==> src/rtl/fft_input_loader_if.sv <==
// Sample-in / bank-write bus of the FFT input loader.
// oDROP_CNT exists only when FFT_LOADER_DROP_CNT_EN is defined.
interface fft_input_loader_if #(
  parameter int LOG4_N = 5,
  parameter int DATA_W = 16,
  parameter int ADDR_W = 2*LOG4_N-2
);
  logic signed [DATA_W-1:0]   iDATA;
  logic                       iVALID;
  logic                       iCLR;
  logic                       iFFT_DONE;
  logic                       oWE_0;
  logic                       oWE_1;
  logic                       oWE_2;
  logic                       oWE_3;
  logic        [ADDR_W-1:0]   oADDR_WR;
  logic signed [DATA_W-1:0]   oDATA_RE;
  logic signed [DATA_W-1:0]   oDATA_IM;
  logic                       oSTART;
  logic                       oBUSY;
  logic        [2*LOG4_N-1:0] oCNT;
`ifdef FFT_LOADER_DROP_CNT_EN
  logic        [15:0]         oDROP_CNT;
`endif

  modport master (
    output iDATA, iVALID, iCLR, iFFT_DONE,
    input  oWE_0, oWE_1, oWE_2, oWE_3, oADDR_WR, oDATA_RE, oDATA_IM,
    input  oSTART, oBUSY, oCNT
`ifdef FFT_LOADER_DROP_CNT_EN
    , input oDROP_CNT
`endif
  );

  modport slave (
    input  iDATA, iVALID, iCLR, iFFT_DONE,
    output oWE_0, oWE_1, oWE_2, oWE_3, oADDR_WR, oDATA_RE, oDATA_IM,
    output oSTART, oBUSY, oCNT
`ifdef FFT_LOADER_DROP_CNT_EN
    , output oDROP_CNT
`endif
  );
endinterface

==> src/rtl/fft_input_loader.sv <==
// Loads one N-point real frame into 4 RAM banks in base-4 digit-reversed order,
// then strobes oSTART and waits for iFFT_DONE. Option: FFT_LOADER_DROP_CNT_EN.
module fft_input_loader #(
  parameter int LOG4_N = 5,
  parameter int DATA_W = 16,
  parameter int ADDR_W = 2*LOG4_N-2
) (
  input logic              iCLK,
  input logic              iRESET,
  fft_input_loader_if.slave bus
);
  localparam int CNT_W = 2*LOG4_N;
  localparam logic [CNT_W-1:0] LAST_IDX = '1;

  typedef enum logic {ST_LOAD, ST_BUSY} state_t;

  state_t                    state_q;
  logic        [CNT_W-1:0]   cnt_q;
  logic        [CNT_W-1:0]   cnt_d;
  logic        [3:0]         we_q;
  logic        [ADDR_W-1:0]  addr_q;
  logic signed [DATA_W-1:0]  data_q;
  logic                      start_pend_q;
  logic                      start_q;
  logic                      busy_q;
  logic                      accept;
  logic        [CNT_W-1:0]   rev_idx;

  function automatic logic [CNT_W-1:0] digit_rev4(input logic [CNT_W-1:0] n);
    logic [CNT_W-1:0] r;
    r = '0;
    for (int i = 0; i < LOG4_N; i++)
      r[2*i +: 2] = n[2*(LOG4_N-1-i) +: 2];
    return r;
  endfunction

  // iCLR outranks a same-cycle sample; nothing is accepted outside LOAD.
  assign accept  = (state_q == ST_LOAD) && bus.iVALID && !bus.iCLR;
  assign rev_idx = digit_rev4(cnt_q);
  assign cnt_d   = cnt_q + 1'b1;

  always_ff @(posedge iCLK or negedge iRESET) begin
    if (!iRESET) begin
      state_q      <= ST_LOAD;
      cnt_q        <= '0;
      we_q         <= '0;
      addr_q       <= '0;
      data_q       <= '0;
      start_pend_q <= 1'b0;
      start_q      <= 1'b0;
      busy_q       <= 1'b0;
    end else begin
      we_q         <= '0;
      start_pend_q <= 1'b0;
      // oSTART trails the last write by one cycle so the RAM is complete.
      start_q      <= start_pend_q & ~bus.iCLR;
      if (accept) begin
        we_q   <= 4'b0001 << rev_idx[1:0];
        addr_q <= rev_idx[2 +: ADDR_W];
        data_q <= bus.iDATA;
      end
      if (bus.iCLR) begin
        state_q <= ST_LOAD;
        cnt_q   <= '0;
        busy_q  <= 1'b0;
      end else if (accept) begin
        cnt_q <= cnt_d;
        if (cnt_q == LAST_IDX) begin
          state_q      <= ST_BUSY;
          busy_q       <= 1'b1;
          start_pend_q <= 1'b1;
        end
      end else if (state_q == ST_BUSY && bus.iFFT_DONE) begin
        state_q <= ST_LOAD;
        busy_q  <= 1'b0;
      end
    end
  end

`ifdef FFT_LOADER_DROP_CNT_EN
  logic [15:0] drop_q;

  always_ff @(posedge iCLK or negedge iRESET) begin
    if (!iRESET) begin
      drop_q <= '0;
    end else if (bus.iCLR) begin
      drop_q <= '0;
    end else if (state_q == ST_BUSY && bus.iVALID && drop_q != 16'hFFFF) begin
      drop_q <= drop_q + 16'd1;
    end
  end

  assign bus.oDROP_CNT = drop_q;
`endif

  assign bus.oWE_0    = we_q[0];
  assign bus.oWE_1    = we_q[1];
  assign bus.oWE_2    = we_q[2];
  assign bus.oWE_3    = we_q[3];
  assign bus.oADDR_WR = addr_q;
  assign bus.oDATA_RE = data_q;
  assign bus.oDATA_IM = '0;
  assign bus.oSTART   = start_q;
  assign bus.oBUSY    = busy_q;
  assign bus.oCNT     = cnt_q;
endmodule

==> src/flat_wrapper.sv <==
// flat-port wrapper written by rule: the top's interface ports become plain ports
module fft_input_loader_flat 
#(
  parameter int LOG4_N = 5,
  parameter int DATA_W = 16,
  parameter int ADDR_W = 2*LOG4_N-2
)
  (iCLK, iRESET, bus_iDATA, bus_iVALID, bus_iCLR, bus_iFFT_DONE, bus_oWE_0, bus_oWE_1, bus_oWE_2, bus_oWE_3, bus_oADDR_WR, bus_oDATA_RE, bus_oDATA_IM, bus_oSTART, bus_oBUSY, bus_oCNT);
  fft_input_loader_if #(.LOG4_N(LOG4_N), .DATA_W(DATA_W), .ADDR_W(ADDR_W)) bus_i ();
  input logic iCLK;
  input logic iRESET;
  input wire logic [$bits(bus_i.iDATA)-1:0] bus_iDATA;
  input wire logic [$bits(bus_i.iVALID)-1:0] bus_iVALID;
  input wire logic [$bits(bus_i.iCLR)-1:0] bus_iCLR;
  input wire logic [$bits(bus_i.iFFT_DONE)-1:0] bus_iFFT_DONE;
  output wire logic [$bits(bus_i.oWE_0)-1:0] bus_oWE_0;
  output wire logic [$bits(bus_i.oWE_1)-1:0] bus_oWE_1;
  output wire logic [$bits(bus_i.oWE_2)-1:0] bus_oWE_2;
  output wire logic [$bits(bus_i.oWE_3)-1:0] bus_oWE_3;
  output wire logic [$bits(bus_i.oADDR_WR)-1:0] bus_oADDR_WR;
  output wire logic [$bits(bus_i.oDATA_RE)-1:0] bus_oDATA_RE;
  output wire logic [$bits(bus_i.oDATA_IM)-1:0] bus_oDATA_IM;
  output wire logic [$bits(bus_i.oSTART)-1:0] bus_oSTART;
  output wire logic [$bits(bus_i.oBUSY)-1:0] bus_oBUSY;
  output wire logic [$bits(bus_i.oCNT)-1:0] bus_oCNT;
  assign bus_i.iDATA = bus_iDATA;
  assign bus_i.iVALID = bus_iVALID;
  assign bus_i.iCLR = bus_iCLR;
  assign bus_i.iFFT_DONE = bus_iFFT_DONE;
  assign bus_oWE_0 = bus_i.oWE_0;
  assign bus_oWE_1 = bus_i.oWE_1;
  assign bus_oWE_2 = bus_i.oWE_2;
  assign bus_oWE_3 = bus_i.oWE_3;
  assign bus_oADDR_WR = bus_i.oADDR_WR;
  assign bus_oDATA_RE = bus_i.oDATA_RE;
  assign bus_oDATA_IM = bus_i.oDATA_IM;
  assign bus_oSTART = bus_i.oSTART;
  assign bus_oBUSY = bus_i.oBUSY;
  assign bus_oCNT = bus_i.oCNT;
  fft_input_loader #(.LOG4_N(LOG4_N), .DATA_W(DATA_W), .ADDR_W(ADDR_W)) u_core (.iCLK(iCLK), .iRESET(iRESET), .bus(bus_i));
endmodule
==> config.mk <==
export PLATFORM = sky130hd
export DESIGN_NAME = fft_input_loader_flat
export DESIGN_NICKNAME = d
export VERILOG_FILES = /design/src/rtl/fft_input_loader_if.sv /design/src/rtl/fft_input_loader.sv /design/src/flat_wrapper.sv
export SDC_FILE = /design/constraint.sdc
export NUM_CORES = 1
export LEC_CHECK = 0
export ABC_AREA = 0
export ABC_CLOCK_PERIOD_IN_PS = 1350
export CELL_PAD_IN_SITES_DETAIL_PLACEMENT = 2
export CELL_PAD_IN_SITES_GLOBAL_PLACEMENT = 2
export CORE_UTILIZATION = 22
export DETAILED_ROUTE_END_ITERATION = 16
export PLACE_DENSITY = 0.83
export SLEW_MARGIN = 20
export SYNTH_ARGS = -nofsm -noshare
export SYNTH_HDL_FRONTEND = slang
export SYNTH_SLANG_ARGS = --single-unit
==> constraint.sdc <==
create_clock -name iCLK -period 1.35 [get_ports iCLK]
set_input_delay 0.2025 -clock iCLK [delete_from_list [all_inputs] [get_ports iCLK]]
set_output_delay 0.2025 -clock iCLK [all_outputs]
set_load 0.01 [all_outputs]
# Word level (Yosys, flattened, before mapping)
# Index checks and enable logic that the tools add are counted.
# classes
n_eq_ne	2
bitwise_logic	3
reduce_logical	7
shifts	1
muxes	10
add_sub_neg	1
# op_table
cell	count
10-bit two-way mux	2
10-bit by 1-bit adder with 10-bit output, second input constant	1
10-bit equality test, second input constant	1
1-bit two-way mux	7
4-bit two-way mux	1
1-bit by 2-bit left shift with 4-bit output, first input constant	1
1-bit logical AND	3
3-bit != test, second input constant	1
3-bit nonzero test	1
1-bit inverter	2
2-bit AND reduction	1
2-bit nonzero test	1
1-bit bitwise AND	1
1-bit zero test	1
# word_totals
inputBits	21
regBits	41
word_cells	31
out_inout_bits	56

# Logic depth before layout (Yosys ltp)
# logic_depth
word_depth	5
depth_mapped	5
mapped_depth_nobuf	4

# Worst setup path after synthesis
# Ideal clock, no wire load.
# synth_path
kind	reg2reg
start	register, netlist name u_core.bus.oBUSY
end	register u_core.cnt_q[9], in the netlist u_core.bus.oCNT[9]
t_required_ns	1.225
setup_slack_ns	-0.097
t_arrival_ns	1.322
path_stages_with_launch	4
path_cell_list	dfrtp_1 > nand4b_1 > nor4_1 > mux2_2
# synth_lines
item	line_no	text
end signal, assigned	fft_input_loader.sv:67	cnt_q <= cnt_d;
end, declared	fft_input_loader.sv:18	logic [CNT_W-1:0] cnt_q;

==> impl_summary.txt <==
----------------------------------------------------
[Outcome]
  Outcome ... complete, but fails checks
  Violations in the final reports ... setup timing

[Synthesis]
  Netlist Area Pre-Place ... 1790 um2
  Number of distinct library cells after synthesis ... 30
  Post-Syn Instances ... roughly 190
  Syn avg cell area ... 9.54 um2
  Warnings, synthesis ... 0
  Post-synthesis register bit count ... 41
  Share of the yosys chip area belonging to registers ... 0.572

[Power]
  Pwr Total ... 2.81 mW
  Power density relative to cell area ... 970 nW/um2
  Lkg Pwr ... 1.54 nW
  Worst VDD drop ... between 0.0003 and 0.0004 V

[Hold path]
  Class of the most critical hold timing path ... in -> async

[Worst setup path]
  Data required time at the worst endpoint ... 1.58 ns
  Worst Reg2Reg Path Length in Cells ... 5
  Ordered cell list for the critical path ... nand4b_1, buf_6, buf_6, or3_4, a21oi_2
  Cell with the largest stage delay on the worst path ... sky130_fd_sc_hd__dfrtp_2
  CP most frequent cell ... sky130_fd_sc_hd__buf_6
  Crit path largest cell delay ... 0.44 ns
  CP delay by family, top ... simple AND/OR/NAND/NOR gates
  Bufs and invs on worst path ... 2
  Max FO, Critical Path ... 5
  Data arrival time at the worst-slack endpoint ... 1.69 ns
  Launching point of the worst reg2reg path ... u_core.bus.oBUSY$_DFFE_PN0P_
  Element type at the critical path start ... flip-flop
  Endpoint of the lowest-slack register-to-register path ... u_core.bus.oCNT[3]$_DFFE_PN0P_
  Kind of capture point of the worst setup path ... flip-flop
  Critical path type ... reg -> reg
  Register-to-register setup slack ... -0.12 ns

[Drt]
  Total vias in the final route ... 1,612
  Routed WL per cell ... ~15 um
  Number of DRC violations after detailed-routing iteration 0 ... 49
  DRC violation count after routing ... 0
  Detail Route Antenna Nets ... 0
  Via density per instance ... 4.17
  First-pass iteration count of the detailed router ... 4
  Routed WL ... 5660 um

[Timing]
  Share of the clock period used by the worst path after layout ... 1.09
  Final setup violation count ... 7
  Post-layout minimum cycle time ... 1.47 ns
  Final worst clock skew ... roughly 0.011 ns
  Setup repair after global routing missed its margin ... yes
  Final TNS setup ... -0.542 ns
  Max-slew violations ... 0
  Final worst setup slack ... -0.115 ns
  Fmax ... between 600 and 700 MHz
  Hold violation count in the final report ... 0

[Placement]
  Final RePlAce weighted congestion ... 0.748
  DP HPWL ... 3940 um
  Port bufs ... 60
  Post-Place Worst Slack ... -0.498 ns

[Final layout]
  Syn-to-layout area delta ... 61.7%
  Leading cell types in the layout, fill and taps excluded ... sky130_fd_sc_hd__nand2_1 (70), sky130_fd_sc_hd__dlygate4sd2_1 (37), sky130_fd_sc_hd__dfrtp_1 (37)
  Commonest non-fill, non-tap cell in the layout ... sky130_fd_sc_hd__nand2_1
  Fraction of final layout cells sized beyond drive strength 1 ... 0.228
  Core utilization of the finished layout ... 0.372
  Final-stage net count ... about 310
  Ant. Diodes ... 0

[Floorplanning]
  Chip Height ... between 90 and 100 um
  Die Footprint ... 8520 um2
  Starting density of the core ... 0.230
  Die Wd ... 92.3 um
  Top Ports ... 77
  Placeable Area ... 7810 um2
  Site Rows ... 32

[CTS]
  H-tree levels ... 2
  Reg clk slew, reported paths ... 0.09 ns
  CTS tree ... built
  CTS buffer count ... 5
  Sink Count ... 41
  Clock insertion delay at the later pin of the skew report ... 0.30 ns
  Root Driver ... sky130_fd_sc_hd__clkbuf_8
  Clock buffer depth ... 2

[Run]
  Number of max-cap violations ... 0

[Global route]
  Number of global-route vias before repair ... 1,775
  Total routing usage reported by global routing ... 0.140
  Overflow left after global routing ... 0
  First-pass GRT wire length ... a little over 9000 um
  Antenna violations before repair ... 0
  Pin count of the biggest net entering global routing ... 42

----------------------------------------------------
metrics by stage:
step | std cells | hold slack [ns] | instance area [um2]
2_1_floorplan | 203 | -0.0931 | 1880
3_3_place_gp | 365 | 0.197 | 2640
3_5_place_dp | 365 | 0.194 | 2640
4_1_cts | 384 | 0.418 | 2850
5_1_grt | 387 | 0.447 | 2900
6_report | 387 | 0.410 | 2900
cell type report:
type | instances | area [um2]
Inverter | 3 | 11.3
Clock buffer | 7 | 86.3
Tap cell | 102 | 128
Fill cell | 879 | 4910
Clock inverter | 1 | 30.0
Timing Repair Buffer | 97 | 870
Multi-Input combinational cell | 136 | 746
Sequential cell | 41 | 1030
state kept, by name, indices dropped and copies added (netlist names):
signal	flops
u_core.bus.oDATA_RE	16
u_core.bus.oCNT	10
u_core.bus.oADDR_WR	8
u_core.we_q	4
u_core.bus.oBUSY	1
u_core.bus.oSTART	1
u_core.start_pend_q	1
worst min-delay path, delay by kind of cell:
family | cells | cell delay, ns
buf+inv | 3 | 0.87
kinds of logic (layout without fill, tap and decap cells):
family	after synthesis	count (layout)	synth area share
and+or+nand+nor	100	100	0.258
DFF	41	41	0.572
buffers and inverters	26	108	0.0886
AOI/OAI and AO/OA	14	14	0.0446
muxes	3	3	0.0181
xor gates and xnor gates	2	2	0.00976
adders and majority gates	1	1	0.00697
other	1	16	0.00209
report_power, final:
group / leakage [nW] / internal (mW) / switching (mW)
Combinational: 0.942 / 0.209 / 0.232
Clock: 0.0585 / 0.603 / 0.427
Sequential: 0.537 / 1.30 / 0.0402
Total: 1.54 / 2.12 / 0.698
worst max-delay path by stage:
stage / cells past startpoint / startpoint / to / slack [ns]
2_1_floorplan: 4 / u_core.bus.oCNT[0]$_DFFE_PN0P_ / u_core.bus.oCNT[8]$_DFFE_PN0P_ / -0.05
3_3_place_gp: 4 / bus_iVALID / u_core.bus.oCNT[7]$_DFFE_PN0P_ / -0.37
6_report: 5 / u_core.bus.oBUSY$_DFFE_PN0P_ / u_core.bus.oCNT[3]$_DFFE_PN0P_ / -0.12
5_1_grt: 5 / u_core.bus.oBUSY$_DFFE_PN0P_ / u_core.bus.oCNT[3]$_DFFE_PN0P_ / -0.17
4_1_cts: 5 / u_core.bus.oCNT[1]$_DFFE_PN0P_ / u_core.bus.oCNT[4]$_DFFE_PN0P_ / -0.09
3_5_place_dp: 4 / bus_iVALID / u_core.bus.oCNT[7]$_DFFE_PN0P_ / -0.50
synthesized netlist by cell type, drive strengths merged:
cell type	number	area [um2]
a21oi	5	25.0
clkbuf	6	22.5
nor4	3	33.8
xor2	1	8.76
xnor2	1	8.76
nand2	70	263
nand4b	2	17.5
inv	3	11.3
o21ai	6	30.0
ha	1	12.5
o21ba	1	10.0
or3b	1	8.76
nor2b	5	31.3
or4	2	15.0
or3	3	18.8
nand3	2	15.0
mux2	2	22.5
nor3	1	5.00
o31ai	2	15.0
mux2i	1	10.0
conb	1	3.75
nand4	1	6.26
nand3b	1	7.51
dfrtp	41	1030
buf	17	125
nor2	7	26.3
nor3b	2	15.0
what timing repair did:
action                                  4_1_cts  5_1_grt
hold endpoints to repair                     41        0
gates resized for setup                      60       12
endpoints found under the setup margin       73       33
hold buffers                                  1        0
setup buffers                                10        3
pin swaps                                     9        8
cloned                                        0        0
layer usage:
| metal | global-route usage | routed length [um] |
|---|---|---|
| met5 | 0 | 0 |
| met4 | 0.0313 | 38 |
| met3 | 0.0320 | 310 |
| met2 | 0.244 | 2850 |
| met1 | 0.174 | 2460 |
Power figures use the tool's default switching activity.
